## src/rtl/rv32i_hazard_ctrl_pkg.sv

```systemverilog
// Shared types and constants for the RV32I hazard controller.
package rv32i_hazard_pkg;

    localparam int unsigned XLEN_DEF  = 32;
    localparam int unsigned REG_W_DEF = 5;

    typedef enum logic {
        RUN   = 1'b0,
        FLUSH = 1'b1
    } state_t;

    // Width of the flush down-counter, which holds at most FLUSH_CYCLES-1.
    function automatic int unsigned flush_cnt_w(input int unsigned flush_cycles);
        return (flush_cycles <= 2) ? 1 : $clog2(flush_cycles);
    endfunction

endpackage

```

## src/rtl/rv32i_hazard_ctrl_if.sv

```systemverilog
// Decode-side bundle between the pipeline and the hazard controller.
interface rv32i_hazard_ctrl_if
    import rv32i_hazard_pkg::*;
#(
    parameter int unsigned XLEN    = XLEN_DEF,
    parameter int unsigned REG_W   = REG_W_DEF,
    parameter int unsigned NUM_FWD = 3,
    parameter int unsigned CNT_W   = 32
);

    logic                     id_valid;
    logic [REG_W-1:0]         id_rs1_reg;
    logic [REG_W-1:0]         id_rs2_reg;
    logic                     id_rs1_used;
    logic                     id_rs2_used;
    logic [XLEN-1:0]          id_rs1_data;
    logic [XLEN-1:0]          id_rs2_data;
    logic [NUM_FWD-1:0]       df_enable;
    logic [NUM_FWD*REG_W-1:0] df_reg;
    logic [NUM_FWD*XLEN-1:0]  df_data;
    logic [NUM_FWD-1:0]       df_pending;
    logic                     br_taken;

    logic [XLEN-1:0]          rs1_fwd_data;
    logic [XLEN-1:0]          rs2_fwd_data;
    logic                     stall_if_id;
    logic                     bubble_ex;
    logic                     flush_if_id;
    logic [CNT_W-1:0]         stall_cnt;
    logic [CNT_W-1:0]         flush_cnt;
    logic                     busy;

    // Pipeline side
    modport master (
        output id_valid, id_rs1_reg, id_rs2_reg, id_rs1_used, id_rs2_used,
        output id_rs1_data, id_rs2_data, df_enable, df_reg, df_data, df_pending, br_taken,
        input  rs1_fwd_data, rs2_fwd_data, stall_if_id, bubble_ex, flush_if_id,
        input  stall_cnt, flush_cnt, busy
    );

    // Hazard controller side
    modport slave (
        input  id_valid, id_rs1_reg, id_rs2_reg, id_rs1_used, id_rs2_used,
        input  id_rs1_data, id_rs2_data, df_enable, df_reg, df_data, df_pending, br_taken,
        output rs1_fwd_data, rs2_fwd_data, stall_if_id, bubble_ex, flush_if_id,
        output stall_cnt, flush_cnt, busy
    );

endinterface

```

## src/rtl/rv32i_hazard_ctrl_fwd_select.sv

```systemverilog
// Priority forwarding match and operand mux for one source register.
module rv32i_fwd_select
    import rv32i_hazard_pkg::*;
#(
    parameter int unsigned XLEN    = XLEN_DEF,
    parameter int unsigned REG_W   = REG_W_DEF,
    parameter int unsigned NUM_FWD = 3
) (
    input  logic [REG_W-1:0]         rs_reg,
    input  logic [XLEN-1:0]          rf_data,
    input  logic [NUM_FWD-1:0]       df_enable,
    input  logic [NUM_FWD*REG_W-1:0] df_reg,
    input  logic [NUM_FWD*XLEN-1:0]  df_data,
    input  logic [NUM_FWD-1:0]       df_pending,
    output logic [XLEN-1:0]          data,
    output logic                     hit,
    output logic                     hit_pending
);

    // Youngest (lowest index) enabled channel writing rs_reg wins; x0 never matches.
    always_comb begin
        data        = rf_data;
        hit         = 1'b0;
        hit_pending = 1'b0;
        if (rs_reg == '0) begin
            data = '0;
        end else begin
            for (int unsigned k = 0; k < NUM_FWD; k++) begin
                if (!hit && df_enable[k] && (df_reg[k*REG_W +: REG_W] == rs_reg)) begin
                    hit         = 1'b1;
                    hit_pending = df_pending[k];
                    data        = df_data[k*XLEN +: XLEN];
                end
            end
        end
    end

endmodule

```

## src/rtl/rv32i_hazard_ctrl.sv

```systemverilog
// Forwarding, load-use stall and branch-flush controller beside the decode stage.
module rv32i_hazard_ctrl
    import rv32i_hazard_pkg::*;
#(
    parameter int unsigned XLEN         = XLEN_DEF,
    parameter int unsigned REG_W        = REG_W_DEF,
    parameter int unsigned NUM_FWD      = 3,
    parameter int unsigned FLUSH_CYCLES = 2,
    parameter int unsigned CNT_W        = 32
) (
    input  logic                clk,
    input  logic                reset,
    rv32i_hazard_ctrl_if.slave  hz
);

    localparam int unsigned    CW         = flush_cnt_w(FLUSH_CYCLES);
    localparam logic [CW-1:0]  FLUSH_LOAD = CW'(FLUSH_CYCLES - 1);

    state_t           state_q, state_d;
    logic [CW-1:0]    cnt_q, cnt_d;
    logic [CNT_W-1:0] stall_cnt_q, stall_cnt_d;
    logic [CNT_W-1:0] flush_cnt_q, flush_cnt_d;

    logic rs1_hit, rs1_pend, rs2_hit, rs2_pend;
    logic hazard, flush, busy, flush_start, stall;

    rv32i_fwd_select #(.XLEN(XLEN), .REG_W(REG_W), .NUM_FWD(NUM_FWD)) u_fwd_rs1 (
        .rs_reg      (hz.id_rs1_reg),
        .rf_data     (hz.id_rs1_data),
        .df_enable   (hz.df_enable),
        .df_reg      (hz.df_reg),
        .df_data     (hz.df_data),
        .df_pending  (hz.df_pending),
        .data        (hz.rs1_fwd_data),
        .hit         (rs1_hit),
        .hit_pending (rs1_pend)
    );

    rv32i_fwd_select #(.XLEN(XLEN), .REG_W(REG_W), .NUM_FWD(NUM_FWD)) u_fwd_rs2 (
        .rs_reg      (hz.id_rs2_reg),
        .rf_data     (hz.id_rs2_data),
        .df_enable   (hz.df_enable),
        .df_reg      (hz.df_reg),
        .df_data     (hz.df_data),
        .df_pending  (hz.df_pending),
        .data        (hz.rs2_fwd_data),
        .hit         (rs2_hit),
        .hit_pending (rs2_pend)
    );

    // Load-use hazard: the youngest match for a used operand is still in flight.
    always_comb begin
        hazard = hz.id_valid & ((hz.id_rs1_used & rs1_hit & rs1_pend) |
                                (hz.id_rs2_used & rs2_hit & rs2_pend));
    end

    // Flush FSM: the taken-branch cycle flushes itself, FLUSH covers the remaining cycles.
    always_comb begin
        state_d     = state_q;
        cnt_d       = cnt_q;
        flush       = 1'b0;
        busy        = 1'b0;
        flush_start = 1'b0;
        case (state_q)
            RUN: begin
                if (hz.br_taken) begin
                    flush       = 1'b1;
                    flush_start = 1'b1;
                    if (FLUSH_CYCLES > 1) begin
                        state_d = FLUSH;
                        cnt_d   = FLUSH_LOAD;
                    end
                end
            end
            FLUSH: begin
                flush = 1'b1;
                busy  = 1'b1;
                cnt_d = cnt_q - CW'(1);
                // Counter hits 0 at the end of this cycle, so RUN resumes next cycle.
                if (cnt_q <= CW'(1)) begin
                    state_d = RUN;
                    cnt_d   = '0;
                end
            end
            default: begin
                state_d = RUN;
                cnt_d   = '0;
            end
        endcase
    end

    // Flush has priority over the load-use stall.
    always_comb begin
        stall = hazard & ~flush;
    end

    // Saturating performance counters.
    always_comb begin
        stall_cnt_d = stall_cnt_q;
        flush_cnt_d = flush_cnt_q;
        if (stall && (stall_cnt_q != '1)) begin
            stall_cnt_d = stall_cnt_q + CNT_W'(1);
        end
        if (flush_start && (flush_cnt_q != '1)) begin
            flush_cnt_d = flush_cnt_q + CNT_W'(1);
        end
    end

    // State and counter registers with synchronous reset.
    always_ff @(posedge clk) begin
        if (reset) begin
            state_q     <= RUN;
            cnt_q       <= '0;
            stall_cnt_q <= '0;
            flush_cnt_q <= '0;
        end else begin
            state_q     <= state_d;
            cnt_q       <= cnt_d;
            stall_cnt_q <= stall_cnt_d;
            flush_cnt_q <= flush_cnt_d;
        end
    end

    assign hz.stall_if_id = stall;
    assign hz.bubble_ex   = stall;
    assign hz.flush_if_id = flush;
    assign hz.busy        = busy;
    assign hz.stall_cnt   = stall_cnt_q;
    assign hz.flush_cnt   = flush_cnt_q;

endmodule

```

## src/flat_wrapper.sv

```systemverilog
// flat-port wrapper written by rule: the top's interface ports become plain ports
module rv32i_hazard_ctrl_flat import rv32i_hazard_pkg::*;
#(
    parameter int unsigned XLEN         = XLEN_DEF,
    parameter int unsigned REG_W        = REG_W_DEF,
    parameter int unsigned NUM_FWD      = 3,
    parameter int unsigned FLUSH_CYCLES = 2,
    parameter int unsigned CNT_W        = 32
)
  (clk, reset, hz_id_valid, hz_id_rs1_reg, hz_id_rs2_reg, hz_id_rs1_used, hz_id_rs2_used, hz_id_rs1_data, hz_id_rs2_data, hz_df_enable, hz_df_reg, hz_df_data, hz_df_pending, hz_br_taken, hz_rs1_fwd_data, hz_rs2_fwd_data, hz_stall_if_id, hz_bubble_ex, hz_flush_if_id, hz_stall_cnt, hz_flush_cnt, hz_busy);
  rv32i_hazard_ctrl_if #(.XLEN(XLEN), .REG_W(REG_W), .NUM_FWD(NUM_FWD), .CNT_W(CNT_W)) hz_i ();
  input  logic clk;
  input  logic reset;
  input wire logic [$bits(hz_i.id_valid)-1:0] hz_id_valid;
  input wire logic [$bits(hz_i.id_rs1_reg)-1:0] hz_id_rs1_reg;
  input wire logic [$bits(hz_i.id_rs2_reg)-1:0] hz_id_rs2_reg;
  input wire logic [$bits(hz_i.id_rs1_used)-1:0] hz_id_rs1_used;
  input wire logic [$bits(hz_i.id_rs2_used)-1:0] hz_id_rs2_used;
  input wire logic [$bits(hz_i.id_rs1_data)-1:0] hz_id_rs1_data;
  input wire logic [$bits(hz_i.id_rs2_data)-1:0] hz_id_rs2_data;
  input wire logic [$bits(hz_i.df_enable)-1:0] hz_df_enable;
  input wire logic [$bits(hz_i.df_reg)-1:0] hz_df_reg;
  input wire logic [$bits(hz_i.df_data)-1:0] hz_df_data;
  input wire logic [$bits(hz_i.df_pending)-1:0] hz_df_pending;
  input wire logic [$bits(hz_i.br_taken)-1:0] hz_br_taken;
  output wire logic [$bits(hz_i.rs1_fwd_data)-1:0] hz_rs1_fwd_data;
  output wire logic [$bits(hz_i.rs2_fwd_data)-1:0] hz_rs2_fwd_data;
  output wire logic [$bits(hz_i.stall_if_id)-1:0] hz_stall_if_id;
  output wire logic [$bits(hz_i.bubble_ex)-1:0] hz_bubble_ex;
  output wire logic [$bits(hz_i.flush_if_id)-1:0] hz_flush_if_id;
  output wire logic [$bits(hz_i.stall_cnt)-1:0] hz_stall_cnt;
  output wire logic [$bits(hz_i.flush_cnt)-1:0] hz_flush_cnt;
  output wire logic [$bits(hz_i.busy)-1:0] hz_busy;
  assign hz_i.id_valid = hz_id_valid;
  assign hz_i.id_rs1_reg = hz_id_rs1_reg;
  assign hz_i.id_rs2_reg = hz_id_rs2_reg;
  assign hz_i.id_rs1_used = hz_id_rs1_used;
  assign hz_i.id_rs2_used = hz_id_rs2_used;
  assign hz_i.id_rs1_data = hz_id_rs1_data;
  assign hz_i.id_rs2_data = hz_id_rs2_data;
  assign hz_i.df_enable = hz_df_enable;
  assign hz_i.df_reg = hz_df_reg;
  assign hz_i.df_data = hz_df_data;
  assign hz_i.df_pending = hz_df_pending;
  assign hz_i.br_taken = hz_br_taken;
  assign hz_rs1_fwd_data = hz_i.rs1_fwd_data;
  assign hz_rs2_fwd_data = hz_i.rs2_fwd_data;
  assign hz_stall_if_id = hz_i.stall_if_id;
  assign hz_bubble_ex = hz_i.bubble_ex;
  assign hz_flush_if_id = hz_i.flush_if_id;
  assign hz_stall_cnt = hz_i.stall_cnt;
  assign hz_flush_cnt = hz_i.flush_cnt;
  assign hz_busy = hz_i.busy;
  rv32i_hazard_ctrl #(.XLEN(XLEN), .REG_W(REG_W), .NUM_FWD(NUM_FWD), .FLUSH_CYCLES(FLUSH_CYCLES), .CNT_W(CNT_W)) u_core (.clk(clk), .reset(reset), .hz(hz_i));
endmodule
```

## config.mk

```make
export PLATFORM = sky130hd
export DESIGN_NAME = rv32i_hazard_ctrl_flat
export DESIGN_NICKNAME = d
export VERILOG_FILES = /design/src/rtl/rv32i_hazard_ctrl_pkg.sv /design/src/rtl/rv32i_hazard_ctrl_if.sv /design/src/rtl/rv32i_hazard_ctrl_fwd_select.sv /design/src/rtl/rv32i_hazard_ctrl.sv /design/src/flat_wrapper.sv
export SDC_FILE = /design/constraint.sdc
export NUM_CORES = 1
export LEC_CHECK = 0
export CORE_AREA = 2 2 128 130
export DETAILED_ROUTE_END_ITERATION = 16
export DIE_AREA = 0 0 130 132
export GPL_TIMING_DRIVEN = 0
export PLACE_DENSITY = 0.81
export SYNTH_ARGS = -nofsm -noshare
export SYNTH_HDL_FRONTEND = slang
export SYNTH_SLANG_ARGS = --single-unit
```

## constraint.sdc

```tcl
create_clock -name clk -period 3.1 [get_ports clk]
set_clock_uncertainty 0.1 [all_clocks]
set_input_delay 0.465 -clock clk [delete_from_list [all_inputs] [get_ports clk]]
set_output_delay 0.465 -clock clk [all_outputs]
set_load 0.02 [all_outputs]
```

==> results.toml <==
[sta]
max_freq_ghz = 0.3261
slew_headroom = 0.5064
min_period_over_period = 0.9891
hold_viol = 0
tightestPinTransition_ns = 0.7359
fin_ws_ns = 0.03380
drv_slew = 0
holdWs_ns = 0.3932
fin_tns_setup_ns = 0
setup_viol = 0
fin_crit_ns = 3.066

[synth]
ys_types = 48
synth_top_flop_cell = "dfxtp_1"
synth_top_area_frac = 0.2238
synth_area_um2 = 5814
synth-seq-cells = 65
synth_edf_count = 0
synth_nets = 1046
avgSynthCellArea_um2 = 6.865
synthArstFlopShare = 0
ys_warn_count = 0
yosys-top-cells-area = "dfxtp_1, nand2_1, o211ai_1, a21oi_1, xor2_1"
ys_seq_area_frac = 0.2238
synth_area_leader_cell = "dfxtp_1"
synthCells = 847

[global_routing]
antenna_found_initial = 1
track_usage = 0.2916
grt_pass1_wl_um = 40130
grt_max_degree = 11
grt-ovfl-total = 0
grt_pass1_vias = 7734

[routing]
drt_wl_total_um = 26820
drt_iter0_drc = 520
drtPass1Iterations = 6
viasPerCell = 5.647
routedWlPerCell_um = 18.83
vias = 8041
drc = 0
ant_nets = 0

[setup_path]
path_class = "input port to primary output"
path_max_fanout = 10
worstPathCellList = "clkdlybuf4s50_1 -> xor2_1 -> nor2_1 -> nand3_2 -> nand2_2 -> or2_4 -> clkbuf_8 -> o211ai_1 -> a21oi_1 -> buf_2"
path_buf_inv = 3
crit_slowest_cell = "clkdlybuf4s50_1"
arrival_ns = 2.50
worst_ep_required_time_ns = 2.53
max_stage_delay_ns = 0.45
start_kind = "input port"
crit_family = "buffers and inverters"
end_kind = "primary output"

[clock_tree]
clk_latency_ns = 0.33
cts.path.max_buffers = 2
cts_max_level = 3
clk_pin_slew_ns = 0.05
clock-sinks = 65
cts-root-buf = "clkbuf_16"
cts_tree = "yes"
numCtsBuffers = 9
postCtsHoldBufs = 0

[final_layout]
area_growth_pct = 72.11
final_core_util = 0.6369
regArea_um2 = 1301
final_nets = 1402
final_common_cell = "clkdlybuf4s50_1"
nFillCells = 1403
most-common-layout-cells = "clkdlybuf4s50_1, nand2_1, a21oi_1, o211ai_1, dfxtp_1"
multi_input_area_um2 = 4425
layout-drive-gt1-share = 0.1674

[die]
core_region_area_um2 = 15710
ioPinCount = 329
die_y_um = 132
start_util = 0.3700
die_w_um = 130
row_count = 46
dieArea_um2 = 17160

[place]
dp_hpwl_um = 20090
dp_worst_setup_slack_ns = -1.478
place.gp.congestion = 0.9867
port_buffers = 328

[worst_hold_path]
hold_path.class = "flip-flop to flip-flop"

[pwr]
powerDensity_nw_per_um2 = 273.9
p_leak_uw = 0.003693
total_power_uw = 2741
peakVddDrop_mv = 0.3662

[outcome]
outcome = "finished clean"

[flow_run]
maxCapViolCount = 0
==> per-layer routing <==
metal,GRT usage,up-vias,part of all wire
met2,0.4980,458,0.48
li1,-,3781,-
met3,0.06615,98,0.10
met5,0,-,0
met4,0.1392,0,0.050
met1,0.3415,3704,0.37
==> timing repair <==
action | 4_1_cts | 5_1_grt
resized for setup | 371 | 58
pin swaps | 28 | 15
setup buffers | 17 | 2
setup endpoints to repair | 66 | 66
cloned | 1 | 0
==> worst paths after layout <==
path / from / to / slack (ns) / cells after the start
hold reg to reg: u_core.hz.stall_cnt[4] / u_core.hz.stall_cnt[4] / 0.39 / 2
setup / recovery: hz_df_reg[4] / hz_rs1_fwd_data[14] / 0.03 / 10
hold / removal: u_core.hz.stall_cnt[4] / u_core.hz.stall_cnt[4] / 0.39 / 2
setup reg to reg: u_core.state_q / u_core.hz.stall_cnt[7] / 0.55 / 9
==> kinds of logic (layout without fill, tap and decap cells) <==
| family | Yosys count | in the layout | synth area share |
|---|---|---|---|
| compound gates | 225 | 225 | 0.2361 |
| xor+xnor | 55 | 55 | 0.08285 |
| fa+ha+maj | 2 | 2 | 0.004303 |
| buf+inv | 70 | 430 | 0.05100 |
| flops | 65 | 65 | 0.2238 |
| mux | 44 | 44 | 0.07812 |
| other cells | 0 | 1 | 0 |
| simple gates | 386 | 386 | 0.3239 |
==> metrics by stage <==
stage	instances	instance area [um^2]
after floorplan	847	5814
after global placement	1391	9368
after detailed placement	1391	9368
after CTS	1421	9983
after global routing	1424	10010
final	1424	10010
==> where the power goes <==
group / switching, uW / internal, uW / leakage, uW
Combinational: 446 / 448 / 0.00302
Clock: 357 / 646 / 0.000147
Sequential: 4.92 / 840 / 0.000524
==> tightest hold or removal path: stages (launching register included) <==
cell and delay (ns):
dfxtp_1 0.32, o31ai_1 0.07, a21oi_1 0.06
==> synthesized netlist by cell type (10+ instances only) <==
master	count
nand2_1	161
or4_1	19
nand4_1	10
a21oi_1	91
o211ai_1	67
nor3_1	14
mux2i_1	33
nor2b_1	14
o21ai_0	40
xor2_1	41
nor2_1	51
xnor2_1	14
nand3_1	68
o31ai_1	18
clkbuf_1	47
dfxtp_1	65
and3_1	11
==> area by class of cell <==
class / instances / area share
Multi-Input combinational cell: 712 / 0.4422
Timing Repair Buffer: 348 / 0.3211
Sequential cell: 65 / 0.1300
Buffer: 62 / 0.04714
Clock buffer: 14 / 0.02938
Tap cell: 216 / 0.02701
Inverter: 5 / 0.002126
Clock inverter: 1 / 0.0007502
Antenna cell: 1 / 0.0002501
==> sequential cells by signal, summed over array words and instances, names as in the netlist <==
| signal | count |
|---|---|
| u_core.hz.flush_cnt | 32 |
| u_core.hz.stall_cnt | 32 |
| u_core.state_q | 1 |
Note: power is estimated with default switching activity, not from simulation.
